File: src/rtl/audio_sched_pkg.sv
// Shared types and constants for the audio filter scheduler: FSM states,
// channel index map and the default channel count.
package audio_sched_pkg;

   typedef enum logic [1:0] {
      IDLE  = 2'd0,
      ISSUE = 2'd1,
      ADV   = 2'd2,
      DONE  = 2'd3
   } sched_state_t;

   localparam int CH_FM_L  = 0;
   localparam int CH_FM_R  = 1;
   localparam int CH_PSG   = 2;
   localparam int CH_MIX_L = 3;
   localparam int CH_MIX_R = 4;

   localparam int DEFAULT_NUM_CH = 5;

endpackage

File: src/rtl/audio_sched_wdog.sv
// Wait-cycle watchdog for one engine request: counts enabled cycles and flags
// expiry on the TIMEOUT-th consecutive cycle without the request being served.
module audio_sched_wdog #(
   parameter int TIMEOUT = 255
) (
   input  logic clk,
   input  logic reset,
   input  logic i_clr,
   input  logic i_en,
   output logic o_expired
);

   localparam int CW = (TIMEOUT < 2) ? 1 : $clog2(TIMEOUT + 1);

   logic [CW-1:0] r_cnt;

   // Expiry is combinational so the abort happens in the same cycle the limit is hit.
   assign o_expired = !i_clr && i_en && (r_cnt == CW'(TIMEOUT - 1));

   always_ff @(posedge clk or posedge reset) begin
      if (reset) begin
         r_cnt <= '0;
      end else if (i_clr || o_expired) begin
         r_cnt <= '0;
      end else if (i_en) begin
         r_cnt <= r_cnt + CW'(1);
      end
   end

endmodule

File: src/rtl/audio_filter_sched.sv
// Time-multiplexes one shared biquad engine across NUM_CH audio channels:
// snapshot on sample_ce, one req/ack transfer per enabled channel, atomic publish.
module audio_filter_sched
   import audio_sched_pkg::*;
#(
   parameter int NUM_CH  = DEFAULT_NUM_CH,
   parameter int DATA_W  = 16,
   parameter int TIMEOUT = 255
) (
   input  logic                     clk,
   input  logic                     reset,
   input  logic                     sample_ce,
   input  logic [NUM_CH-1:0]        ch_enable,
   input  logic [NUM_CH*DATA_W-1:0] in_data,
   output logic                     eng_req,
   output logic [2:0]               eng_ch,
   output logic [DATA_W-1:0]        eng_in,
   input  logic                     eng_ack,
   input  logic [DATA_W-1:0]        eng_out,
   output logic [NUM_CH*DATA_W-1:0] out_data,
   output logic                     out_valid,
   output logic                     busy,
   output logic                     overrun,
   output logic                     timeout_err,
   input  logic                     clr_err
);

   sched_state_t      r_state;
   logic [2:0]        r_idx;
   logic [NUM_CH-1:0] r_en_buf;
   logic [DATA_W-1:0] r_in_buf   [NUM_CH];
   logic [DATA_W-1:0] r_out_buf  [NUM_CH];
   logic [DATA_W-1:0] r_out_data [NUM_CH];
   logic              r_eng_req;
   logic [2:0]        r_eng_ch;
   logic [DATA_W-1:0] r_eng_in;
   logic              r_out_valid;
   logic              r_overrun;
   logic              r_timeout_err;

   logic [DATA_W-1:0] w_in_ch [NUM_CH];
   logic [2:0]        w_idx_nxt;
   logic              w_last;
   logic              w_wd_expired;

   genvar gi;
   generate
      for (gi = 0; gi < NUM_CH; gi++) begin : g_pack
         assign w_in_ch[gi]                    = in_data[DATA_W*gi +: DATA_W];
         assign out_data[DATA_W*gi +: DATA_W]  = r_out_data[gi];
      end
   endgenerate

   assign w_idx_nxt   = r_idx + 3'd1;
   assign w_last      = (r_idx == 3'(NUM_CH - 1));

   assign eng_req     = r_eng_req;
   assign eng_ch      = r_eng_ch;
   assign eng_in      = r_eng_in;
   assign out_valid   = r_out_valid;
   assign busy        = (r_state != IDLE);
   assign overrun     = r_overrun;
   assign timeout_err = r_timeout_err;

   // Held in clear outside ISSUE, so every new request starts from zero.
   audio_sched_wdog #(
      .TIMEOUT (TIMEOUT)
   ) u_wdog (
      .clk       (clk),
      .reset     (reset),
      .i_clr     (r_state != ISSUE),
      .i_en      (!eng_ack),
      .o_expired (w_wd_expired)
   );

   always_ff @(posedge clk or posedge reset) begin
      if (reset) begin
         r_state       <= IDLE;
         r_idx         <= '0;
         r_en_buf      <= '0;
         r_eng_req     <= 1'b0;
         r_eng_ch      <= '0;
         r_eng_in      <= '0;
         r_out_valid   <= 1'b0;
         r_overrun     <= 1'b0;
         r_timeout_err <= 1'b0;
         for (int i = 0; i < NUM_CH; i++) begin
            r_in_buf[i]   <= '0;
            r_out_buf[i]  <= '0;
            r_out_data[i] <= '0;
         end
      end else begin
         r_out_valid <= 1'b0;

         // Error sets are written after the clear so a coincident event wins.
         if (clr_err) begin
            r_overrun     <= 1'b0;
            r_timeout_err <= 1'b0;
         end
         if (sample_ce && (r_state != IDLE)) begin
            r_overrun <= 1'b1;
         end

         case (r_state)
            IDLE: begin
               if (sample_ce) begin
                  for (int i = 0; i < NUM_CH; i++) begin
                     r_in_buf[i] <= w_in_ch[i];
                  end
                  r_en_buf <= ch_enable;
                  r_idx    <= '0;
                  if (ch_enable[0]) begin
                     r_state   <= ISSUE;
                     r_eng_req <= 1'b1;
                     r_eng_ch  <= '0;
                     r_eng_in  <= w_in_ch[0];
                  end else begin
                     r_state <= ADV;
                  end
               end
            end

            ISSUE: begin
               if (eng_ack) begin
                  r_out_buf[r_idx] <= eng_out;
                  r_eng_req        <= 1'b0;
                  r_state          <= ADV;
               end else if (w_wd_expired) begin
                  r_out_buf[r_idx] <= r_in_buf[r_idx];
                  r_timeout_err    <= 1'b1;
                  r_eng_req        <= 1'b0;
                  r_state          <= ADV;
               end
            end

            ADV: begin
               if (!r_en_buf[r_idx]) begin
                  r_out_buf[r_idx] <= r_in_buf[r_idx];
               end
               if (w_last) begin
                  r_state <= DONE;
               end else begin
                  r_idx <= w_idx_nxt;
                  if (r_en_buf[w_idx_nxt]) begin
                     r_state   <= ISSUE;
                     r_eng_req <= 1'b1;
                     r_eng_ch  <= w_idx_nxt;
                     r_eng_in  <= r_in_buf[w_idx_nxt];
                  end else begin
                     r_state <= ADV;
                  end
               end
            end

            DONE: begin
               for (int i = 0; i < NUM_CH; i++) begin
                  r_out_data[i] <= r_out_buf[i];
               end
               r_out_valid <= 1'b1;
               r_state     <= IDLE;
            end

            default: r_state <= IDLE;
         endcase
      end
   end

endmodule

File: config.mk
export PLATFORM = sky130hd
export DESIGN_NAME = audio_filter_sched
export DESIGN_NICKNAME = d
export VERILOG_FILES = /design/src/rtl/audio_sched_pkg.sv /design/src/rtl/audio_sched_wdog.sv /design/src/rtl/audio_filter_sched.sv
export SDC_FILE = /design/constraint.sdc
export NUM_CORES = 1
export LEC_CHECK = 0
export ABC_CLOCK_PERIOD_IN_PS = 23800
export CORE_MARGIN = 4
export CORE_UTILIZATION = 45
export CTS_CLUSTER_DIAMETER = 60
export DETAILED_ROUTE_END_ITERATION = 6
export PLACE_DENSITY = 0.7
export SLEW_MARGIN = 20
export SYNTH_ARGS = -nofsm -noshare
export SYNTH_HDL_FRONTEND = slang
export SYNTH_HIERARCHICAL = 1
export SYNTH_SLANG_ARGS = --single-unit
File: constraint.sdc
create_clock -name clk -period 23.8 [get_ports clk]
set_input_delay 2.38 -clock clk [delete_from_list [all_inputs] [get_ports clk]]
set_output_delay 2.38 -clock clk [all_outputs]
set_load 0.01 [all_outputs]
# After elaboration in Yosys (flattened, before gate mapping)
# Index checks and enable logic that the tools add are counted.
totals:
  wordCells: 120
  reg_bits: 281
  output_inout_bits: 104
  input_bits: 106
op_classes:
  mux: 54
  n_eq_ne: 13
  n_reduce_logical: 19
  n_lt_le_gt_ge: 5
  addsub: 2
  bitwise: 2
ops:
  columns: ["op", "count"]
  rows:
  - ["80-bit two-way mux", 3]
  - ["80-bit bitwise mux", 2]
  - ["80-bit one-hot mux with 2 select lines", 1]
  - ["16-bit two-way mux", 9]
  - ["16-bit binary-select mux with 3-bit select", 2]
  - ["16-bit demux with 3-bit select", 1]
  - ["16-bit one-hot mux with 2 select lines", 1]
  - ["3-bit two-way mux", 6]
  - ["8-bit two-way mux", 2]
  - ["1-bit two-way mux", 15]
  - ["2-bit two-way mux", 6]
  - ["3-bit one-hot mux with 2 select lines", 2]
  - ["2-bit != test, second input constant", 5]
  - ["8-bit by 1-bit adder with 8-bit output, second input constant", 1]
  - ["8-bit equality test, second input constant", 1]
  - ["4-bit greater-or-equal comparator, second input constant", 2]
  - ["3-bit by 4-bit less-than comparator with 1-bit output, second input constant", 2]
  - ["3-bit NOT with 4-bit output", 2]
  - ["2-bit one-hot mux with 4 select lines", 1]
  - ["2-bit nonzero test", 4]
  - ["1-bit binary-select mux with 3-bit select", 2]
  - ["3-bit AND reduction", 2]
  - ["6-bit AND reduction", 1]
  - ["5-bit AND reduction", 1]
  - ["other kinds (14)", 21]

# Longest topological paths before layout
depth:
  depth_word: 9
  ltp_mapped: 10
  ltp_nobuf: 9

# Modules after synthesis
# The synthesis kept the hierarchy.
modules_own_cells:
  columns: ["mod", "area_each_um2", "seq_area_each_um2", "cells_per_inst", "instances"]
  rows:
  - ["audio_filter_sched", 11838.9, 6831.6, 850, 1]
  - ["audio_sched_wdog", 434.2, 200.2, 44, 1]

# Worst setup path after synthesis
# Ideal clock, no wire load.
synth_timing:
  path_kind: "input-to-reg"
  startpoint: "input port eng_ack"
  endpoint: "register r_out_buf[18] (netlist bit)"
  path_buffers: 2
  required_time_ns: 23.675
  setup_slack_ns: 19.750
  cell_stages: 9
  setup_ns: 0.125
  t_arrival_ns: 3.925
  cell_sequence: "inv_1 buf_4 nand4_1 nor3_1 nor2_1 nor2_4 o211ai_2 buf_4 mux2_2"
synth_between:
  elab_chain_cells: 5
  elab_cells_between_ends: 7
  cone_classes: "1 x eq/ne; 2 x mux; 4 x reduce/logical"
synth_lines:
  columns: ["element", "line", "rtl"]
  rows:
  - ["start, declared", "audio_filter_sched.sv:18", "input logic eng_ack,"]
  - ["1-bit logical NOT", "audio_filter_sched.sv:72", ".i_en (!eng_ack),"]
  - ["1-bit logical AND (2 in series)", "audio_sched_wdog.sv:18", "assign o_expired = !i_clr && i_en && (r_cnt == CW'(TIMEOUT - 1));"]
  - ["via w_wd_expired", "audio_filter_sched.sv:44", "logic w_wd_expired;"]
  - ["3-bit by 2-bit != test with 1-bit output (no line)", null, null]
  - ["3-bit AND reduction (no line)", null, null]
  - ["end signal, assigned by index", "audio_filter_sched.sv:125", "r_out_buf[r_idx] <= eng_out;"]
  - ["end signal, assigned by index", "audio_filter_sched.sv:129", "r_out_buf[r_idx] <= r_in_buf[r_idx];"]
  - ["end signal, assigned by index", "audio_filter_sched.sv:138", "r_out_buf[r_idx] <= r_in_buf[r_idx];"]
  - ["end, declared", "audio_filter_sched.sv:32", "logic [DATA_W-1:0] r_out_buf [NUM_CH];"]
# The timed path passes the listed nets, and every way through them passes these cells.
# A chain may end at the register's enable or synchronous reset.

# Worst setup path in the final report
layout_timing:
  startpoint: "input port eng_ack"
  endpoint: "register r_out_buf[52] (netlist bit)"
# Same word-level chain as after synthesis.

==> reports/qor.csv <==
stage;metric;value;unit
status;outcome;finished clean;
worst_setup_path;r2r_slack;20010;ps
floorplan;die_w;173.1;um
worst_setup_path;crit_required;24230;ps
placement;pre_cts_ws;18620;ps
worst_setup_path;cp_slowest_cell;o21ai_2;
floorplan;ioPinCount;210;
power_and_ir_drop;p_leak;0.006514;uW
yosys;yosysTopAreaCell;dfrtp_1;
worst_setup_path;crit_family;compound AO/OA/AOI/OAI gates;
sta;fin_skew;10.46;ps
sta;setup-tns-final;0;ps
yosys;synthArstFlopShare;1.000;
route;routed_wl;30.73;mm
sta;finalCriticalPeriod;4571;ps
layout;fin_cells;1458;
layout;drive_gt1_frac;0.2915;
route;drtPass1Iterations;6;
clock_tree;cts-resized-gates;0;
yosys;synth_area;0.01227;mm2
worst_setup_path;critPathLaunchType;input port;
sta;tightest_slew;1069;ps
layout;finalNetCount;1202;
hold_path;hold_class;flop to flop;
power_and_ir_drop;peakVddDrop;0.06955;mV
floorplan;start_util;0.4567;
route;routed_via_density;5.625;
layout;layout_common_cells;dfrtp_1, mux2_2, clkdlybuf4s50_1;
sta;setup_viol;0;
power_and_ir_drop;pwr_density_cell;144.9;mW/mm2
yosys;synth.distinct_cells;56;
worst_setup_path;max_stage_delay;810;ps
clock_tree;clkSinkCount;281;
yosys;yosys-top-cells-area;dfrtp_1, mux2_2, mux4_2;
floorplan;die_h;173.1;um
worst_setup_path;critPathKind;input port to flop;
yosys;avgSynthCellArea;13.73;um2
clock_tree;clk_latency;540;ps
clock_tree;path_clk_slew;60;ps
yosys;synthCells;894;
layout;area_delta_synth_final;26.49;%
route;drcViolationCount;0;
sta;drv_slew;0;
sta;hold_viol_final;0;
global_route;first_global_vias;8441;
yosys;yosysTopAreaCellShare;0.5729;
sta;finalWorstSetupSlack;19230;ps
sta;relSlewSlack;0.2870;
clock_tree;holdBufCountCts;0;
route;first_iter_violations;667;
yosys;ys_dominant_reg_cell;dfrtp_1;
clock_tree;cts_buffers;30;
placement;dp_hpwl;20.88;mm
floorplan;fp-row-count;60;
clock_tree;clock_path_buffers;3;
clock_tree;htreeDepth;1;
worst_setup_path;critPathBufInv;2;
placement;dp.cells;1400;
clock_tree;cts_root_buffer;clkbuf_16;
sta;post-route-period-util;0.1920;
global_route;grt-ovfl-total;0;
route;drtAntennaViolNets;0;
yosys;ys_seq_area_frac;0.5729;
sta;max_freq;0.2188;GHz
worst_setup_path;cp-startpoint;eng_ack;
yosys;syn_nets;1004;
floorplan;core_area;0.02688;mm2
route;via_count;8201;
global_route;grt_max_degree;111;
yosys;yosysWarnings;6;
floorplan;dieArea;0.02998;mm2
global_route;antenna_found_initial;3;
clock_tree;cts_setup_buffers;0;
worst_setup_path;critPathMaxFanout;23;
hold_path;hold_path_startpoint;r_out_buf[0]$_DFFE_PP0P_;
yosys;synth-seq-cells;281;
layout;mostFrequentLayoutCell;dfrtp_1;
placement;place.port_buffers;209;
placement;gp_congestion;0.7898;
worst_setup_path;cp-end-kind;flop;
clock_tree;cts_tree;done;
worst_setup_path;worstPathArrival;5000;ps
global_route;track_usage;0.2028;
worst_setup_path;r2r_start;r_idx[1]$_DFFE_PP0P_;
flow_run;max-cap-violations;0;
yosys;synth_edf_count;0;
global_route;grt_pass1_wl;49.12;mm
worst_setup_path;path_cells;clkdlybuf4s50_1, inv_1, nand4_1, nor3_1, nor2_1, nor2_4, o21ai_2, mux2_2;
route;routedWlPerCell;21.07;um
sta;rsz0062_at_grt;false;
[cell usage after synthesis, types with 5 or more instances]
cell and number:
a211oi_1 14, a21oi_1 39, a21oi_2 7, a221oi_1 10
a222oi_1 16, a22oi_1 7, buf_2 32, buf_4 7
buf_6 11, clkbuf_1 5, dfrtp_1 281, inv_1 12
mux2_2 215, mux2i_1 14, mux4_2 17, nand2_1 55
nor2_1 38, o21ai_0 41, o22ai_1 9
[where the power goes]
| part | internal [uW] | switching (uW) |
|---|---|---|
| clock network | 263 | 189 |
| logic | 495 | 444 |
| registers | 703 | 157 |
[routing by layer]
layer | track usage | routed length, um | vias up
li1 | - | - | 3690
met1 | 0.2845 | 13660 | 4177
met2 | 0.3222 | 14060 | 283
met3 | 0.05269 | 2419 | 47
met4 | 0.04357 | 570 | 4
met5 | 0 | 22 | -
[state kept, by name, summed over array words and instances (netlist names)]
signal	flops
eng_in	16
out_data	80
r_in_buf	80
overrun	1
out_valid	1
r_en_buf	5
timeout_err	1
r_idx	3
r_state	2
u_wdog/r_cnt	8
r_out_buf	80
eng_ch	3
eng_req	1
[worst paths after layout]
kind / end / depth (start not counted)
worst max-delay path: r_out_buf[52]$_DFFE_PP0P_ / 8
worst min-delay path: r_out_buf[0]$_DFFE_PP0P_ / 2
worst max register to register: eng_ch[2]$_DFFE_PP0P_ / 8
worst min register to register: r_out_buf[0]$_DFFE_PP0P_ / 2
max in group asynchronous: r_out_buf[77]$_DFFE_PP0P_ / 3
min in group asynchronous: u_wdog/r_cnt[1]$_DFFE_PP0P_ / 2
[per-stage QoR]
| step | cell area (um2) | power, uW | utilization | hold WS [ps] |
|---|---|---|---|---|
| after detailed placement | 14530 | 1811 | 0.5406 | 466.6 |
| after floorplan | 12270 | 1445 | - | 444.2 |
| after global placement | 14530 | 1781 | 0.5406 | 456.3 |
| final | 15520 | 2250 | 0.5776 | 475.0 |
| after CTS | 15490 | 2268 | 0.5764 | 479.9 |
| after global routing | 15520 | 2388 | 0.5775 | 504.8 |
[cell families (layout without fill, tap and decap cells)]
| logic type | count (synthesis) | in the layout | share of synthesized area |
|---|---|---|---|
| AOI/OAI and AO/OA | 163 | 163 | 0.09226 |
| muxes | 246 | 246 | 0.2399 |
| buffers and inverters | 71 | 292 | 0.03476 |
| other | 0 | 2 | 0 |
| DFF | 281 | 281 | 0.5729 |
| adders and majority gates | 4 | 4 | 0.004078 |
| xor gates and xnor gates | 6 | 6 | 0.004894 |
| and+or+nand+nor | 123 | 123 | 0.05118 |
[layout make-up]
class | instances | area [um2]
multi-input cells | 542 | 4823
well taps | 341 | 426.7
diodes | 2 | 5.005
repair buffers | 224 | 2216
clock inverters | 9 | 91.34
fillers | 2194 | 11350
clock buffers | 46 | 870.8
flip-flops and latches | 281 | 7034
inverters | 13 | 56.30
[tightest hold or removal path: stages, from the launching register on]
cell and delay [ps]:
dfrtp_1 340, nand2_1 40, o21ai_0 60
Note: power is estimated with default switching activity, not from simulation.
